===== src/rtl/multdiv_step_seq.sv =====
// Step sequencer for the shared iterative multiply/divide datapath.
// Walks a one-hot and binary step index for MULT_STEPS or DIV_STEPS cycles, then pulses data_resultRDY.
module multdiv_step_seq #(
  parameter int MULT_STEPS = 16,
  parameter int DIV_STEPS  = 32,
  parameter int IDX_W      = 6
) (
  input  logic                 clk,
  input  logic                 reset,
  input  logic                 ctrl_MULT,
  input  logic                 ctrl_DIV,
  input  logic                 stall,
  output logic [DIV_STEPS-1:0] step_onehot,
  output logic [IDX_W-1:0]     step_idx,
  output logic                 busy,
  output logic                 op_is_div,
  output logic                 data_resultRDY,
  output logic                 start_conflict,
  output logic [1:0]           state_dbg
);

  // Start/stall semantics: a start (ctrl_MULT | ctrl_DIV) is taken at any rising edge in
  // any state and always wins over stall; stall only freezes RUN and is ignored elsewhere.

  typedef enum logic [1:0] {
    IDLE = 2'd0,
    RUN  = 2'd1,
    DONE = 2'd2
  } state_t;

  localparam logic [IDX_W-1:0]     DIV_LAST  = IDX_W'(DIV_STEPS - 1);
  localparam logic [IDX_W-1:0]     MULT_LAST = IDX_W'(MULT_STEPS - 1);
  localparam logic [DIV_STEPS-1:0] FIRST_HOT = DIV_STEPS'(1);

  state_t           state;
  logic [IDX_W-1:0] last_idx;
  logic             start;

  assign start     = ctrl_MULT | ctrl_DIV;
  assign state_dbg = state;

  always_ff @(posedge clk or negedge reset) begin
    if (!reset) begin
      state          <= IDLE;
      last_idx       <= '0;
      step_onehot    <= '0;
      step_idx       <= '0;
      busy           <= 1'b0;
      op_is_div      <= 1'b0;
      data_resultRDY <= 1'b0;
      start_conflict <= 1'b0;
    end else begin
      data_resultRDY <= 1'b0;
      start_conflict <= 1'b0;
      if (start) begin
        // A start in RUN silently abandons the current op: no completion pulse for it.
        state          <= RUN;
        step_idx       <= '0;
        step_onehot    <= FIRST_HOT;
        busy           <= 1'b1;
        op_is_div      <= ctrl_DIV;
        last_idx       <= ctrl_DIV ? DIV_LAST : MULT_LAST;
        start_conflict <= ctrl_MULT & ctrl_DIV;
      end else begin
        case (state)
          RUN: begin
            if (!stall) begin
              if (step_idx == last_idx) begin
                state          <= DONE;
                step_idx       <= '0;
                step_onehot    <= '0;
                busy           <= 1'b0;
                data_resultRDY <= 1'b1;
              end else begin
                step_idx    <= step_idx + 1'b1;
                step_onehot <= step_onehot << 1;
              end
            end
          end
          DONE:    state <= IDLE;
          default: state <= IDLE;
        endcase
      end
    end
  end

endmodule

===== config.mk =====
export PLATFORM = sky130hd
export DESIGN_NAME = multdiv_step_seq
export DESIGN_NICKNAME = d
export VERILOG_FILES = /design/src/rtl/multdiv_step_seq.sv
export SDC_FILE = /design/constraint.sdc
export NUM_CORES = 1
export LEC_CHECK = 0
export CAP_MARGIN = 20
export CORE_UTILIZATION = 45
export CTS_BUF_LIST = sky130_fd_sc_hd__clkbuf_8
export DETAILED_ROUTE_END_ITERATION = 7
export PLACE_DENSITY = 0.76
export SYNTH_ARGS = -nofsm -noshare
export SYNTH_HDL_FRONTEND = slang
export SYNTH_SLANG_ARGS = --single-unit

===== constraint.sdc =====
create_clock -name clk -period 4.85 [get_ports clk]
set_input_delay 0.7275 -clock clk [delete_from_list [all_inputs] [get_ports clk]]
set_output_delay 0.7275 -clock clk [all_outputs]
set_load 0.01 [all_outputs]

# Yosys cells after proc, flatten, opt, wreduce, memory -nomap -nowiden
# Index checks and enable logic that the tools add are counted.
# word_totals
regBits	50
out_inout_bits	44
word_cells	43
# op_classes
add_sub_neg	1
n_eq_ne	5
n_mux	22
bitwise_logic	2
n_reduce_logical	5
# ops
operator	count
2-to-1 mux 32 bit	4
2-to-1 mux 6 bit	4
2-to-1 mux 1 bit	9
2-to-1 mux 2 bit	4
adder 6 x 1 -> 6 bit, second input constant	1
== test 6 bit	1
inequality test 3 bit, second input constant	2
2-to-1 mux 5 bit	1
AND reduction 2 bit	2
nonzero test 2 bit	2
AND reduction 3 bit	1
== test 2 x 1 -> 1 bit, second input constant	1
inequality test 2 x 1 -> 1 bit, second input constant	1
bitwise AND 1 bit	1
OR 1 bit	1

# Longest topological paths before layout
# depth
ltp_word	5
depth_mapped	5
mapped_depth_nobuf	4

# Worst setup path after synthesis
# OpenSTA, ideal clock, no wires.
# synth_path
path_kind	input to register
start	input port ctrl_DIV
end	register step_idx[3]
t_arrival_ns	1.664
required_time_ns	4.756
path_slack_ns	3.092
stages	5
cell_sequence	or2_2 buf_2 o2111ai_1 xor2_1 a211oi_1
# synth_via
elab_chain_cells	3
elab_cells_between_ends	5
cone_classes	1 x eq/ne; 1 x mux; 1 x bitwise; 2 x reduce/logical
# synth_lines
item	line_no	source
from (decl)	11	input logic ctrl_DIV,
OR 1 bit *	39	assign start = ctrl_MULT | ctrl_DIV;
inequality test 2 x 1 -> 1 bit (no line) or nonzero test 2 bit (tied branches)	--	
AND reduction 2 bit (no line)	--	
to (signal assigned)	75	step_idx <= step_idx + 1'b1;
to (decl)	14	output logic [IDX_W-1:0] step_idx,
# Mark *: on every way between the ends. The rest lies on a longest branch, timed or not.
# A chain may end at the register's enable or synchronous reset.

# Final worst setup path
# layout_path
start	input port ctrl_DIV
end	register step_idx[4]
# The elaborated chain is that of the path after synthesis.

==> out/summary.txt <==
PwrDens -> 293 nW/um^2
Maximum clock path buffer count -> 2
Worst Min Path Start -> step_onehot[0]$_DFFE_PN0P_
1st-iter DRT viols -> 74
Total track usage -> 18.4%
Remaining antenna violation count -> 0
Row Count -> 22
Period utilization -> 55.0%
Gp weighted congestion -> 0.733
Number of enable flip-flop cells after synthesis -> 0
Die Ht -> 64.4 um
Critical path buffer and inverter count -> 2
Ports -> 49
#FFs+latches synth -> 45
Die Area -> 4150 um^2
Grt total ovfl -> 0
Clock transition at path regs -> 0.08 ns
Placed Cells -> 216
Endpoints failing hold -> 0
Hold Buf Count CTS -> 0
Synth unique cells -> 29
CP max FO -> 18
Post-Synth Adder-Cell Area -> 0.714%
CTS H-Tree Depth -> 2
Final instance area -> 2350 um^2
Actual slew at the worst max-slew pin -> 0.943 ns
Layout cells sized above 1 -> 9.66%
Initial antenna violation count -> 0
Post-DR wirelength/cell -> 15.1 um
Fraction of registers with async set/reset -> 100%
Worst Path Required -> 5.05 ns
Multiplexer share of the synthesized area -> 0.642%
Pre-CTS setup slack -> 1.85 ns
Setup tns final -> 0 ns
Most used DFF post-synth -> dfrtp_1
Clock Latency Late Sink -> 0.30 ns
Antenna cells -> 0
WS Path Type -> in2reg
Rel. slew slack -> 37.1%
Fillers -> 288
Overall power -> 0.690 mW
Max-slew violation count -> 0
Via count -> 1256
Maximum vdd drop -> 0.184 mV
F_max -> 375 MHz
Leak -> 1.04 nW
Area after DPL -> 2240 um^2
Root buffer cell -> clkbuf_8
Ys Warns -> 0
Number of vias per cell -> 5.61
Post-Syn Nets -> 133
CTS tree -> built
Mapped Area -> 1750 um^2
Most frequent cells in the layout -> clkdlybuf4s50_1 (47), dfrtp_1 (45), a22o_1 (32)
Post-synthesis xor/xnor area fraction -> 2.00%
Endpoints failing setup -> 0
Final std cells w/o fill -> 224
Crit path arrival time -> 2.87 ns
Most common cell after layout, fill and taps aside -> clkdlybuf4s50_1
Compound-Gate Fraction of Synth Area -> 22.3%
Synthesized instance count -> 127
I/O Buffers -> 48
Largest family of logic cells by synthesized area -> compound AO/OA/AOI/OAI gates
Resized cells post-CTS -> 0
CP max-delay cell -> nor2_2
First-pass GRT wire length -> 5690 um
Post-CTS Setup Bufs -> 0
Sequential area share after synthesis -> 64.2%
Initial core utilization -> 47.5%
Setup crit end kind -> flop
Hold WC Path Type -> reg2reg
Final core utilization -> 63.8%
Tmin final -> 2.67 ns
Final WL -> 3370 um
MaxCap Viol Count -> 0
Critical path startpoint category -> input port
Vias in the first global route -> 1160
Area Overhead vs Synth -> 34.3%
RSZ-0062 raised after global routing -> no
FF-to-FF Start -> state_dbg[1]$_DFFE_PN0P_
Crit-path cells -> clkdlybuf4s50_1 > or2_2 > nor2_2 > buf_4 > o21ai_0 > a221oi_1
Final Skew -> 0.00490 ns
Pin count of the biggest net entering global routing -> 46
Layout Nets -> 181
DRT Pass-1 Iters -> 4
DP Wirelength -> 2390 um
Crit-path max cell delay -> 0.55 ns
CTS buffer count -> 5
Crit path from -> ctrl_DIV
Simple-gate portion of the synthesized area -> 5.71%
Die Wd -> 64.4 um
DRC errors left -> 0
Status -> finished clean
Delay-heaviest family, CP -> simple AND/OR/NAND/NOR gates
Hold WS -> 0.526 ns
Setup ws final -> 2.18 ns
Sink Count -> 45
Synth Area per Inst -> 13.8 um^2
Core area -> 3690 um^2
==> cells by family after synthesis <==
family / Yosys count
muxes: 1
DFF: 45
buffers and inverters: 12
and+or+nand+nor: 17
AOI/OAI and AO/OA: 47
adders and majority gates: 1
xor gates and xnor gates: 4
==> metal layers <==
metal | part of all wire, % | vias to the layer above | track usage [%]
li1 | - | 570 | -
met1 | 45 | 644 | 23.9
met2 | 49 | 34 | 28.4
met3 | 3.8 | 8 | 4.93
met4 | 2.5 | 0 | 9.17
met5 | 0 | - | 0
==> where the power goes <==
group	leakage (nW)	switching [mW]	total, mW	internal (mW)
logic	0.378	0.0211	0.0318	0.0107
registers	0.604	0.00238	0.380	0.377
clock network	0.0543	0.125	0.279	0.154
==> sequential cells by signal, summed over array words and instances (netlist names) <==
signal,flops
last_idx,1
step_onehot,32
busy,1
start_conflict,1
step_idx,6
data_resultRDY,1
op_is_div,1
state_dbg,2
==> path summary, 6_finish.rpt <==
kind,end,slack [ns],cells after the start
worst max-delay path,step_idx[4]$_DFFE_PN0P_,2.18,6
worst min-delay path,step_onehot[1]$_DFFE_PN0P_,0.53,1
worst max register to register,step_idx[4]$_DFFE_PN0P_,2.76,4
worst min register to register,step_onehot[1]$_DFFE_PN0P_,0.53,1
max in group asynchronous,step_onehot[0]$_DFFE_PN0P_,3.69,1
min in group asynchronous,step_onehot[3]$_DFFE_PN0P_,0.57,1
==> cell type report <==
class,instances,area [um^2],share of cell area [%]
inverter,3,11.3,0.478
sequential,45,1130,47.8
multi-input combinational,70,552,23.4
clock inverter,3,46.3,1.97
timing repair buffer,50,490,20.8
tap,48,60.1,2.55
clock buffer,5,68.8,2.92
==> synth_stat cells, types with 2 or more instances <==
cell,n,area (um^2)
a21oi_1,2,10.0
buf_6,3,33.8
a211oi_1,3,22.5
dfrtp_1,45,1130
nor2_1,5,18.8
o21ai_0,3,15.0
and2_1,2,12.5
a22o_1,32,280
inv_1,3,11.3
xor2_1,4,35.0
and3_1,2,12.5
buf_2,5,25.0
or3_1,2,12.5
Power figures use the tool's default switching activity.
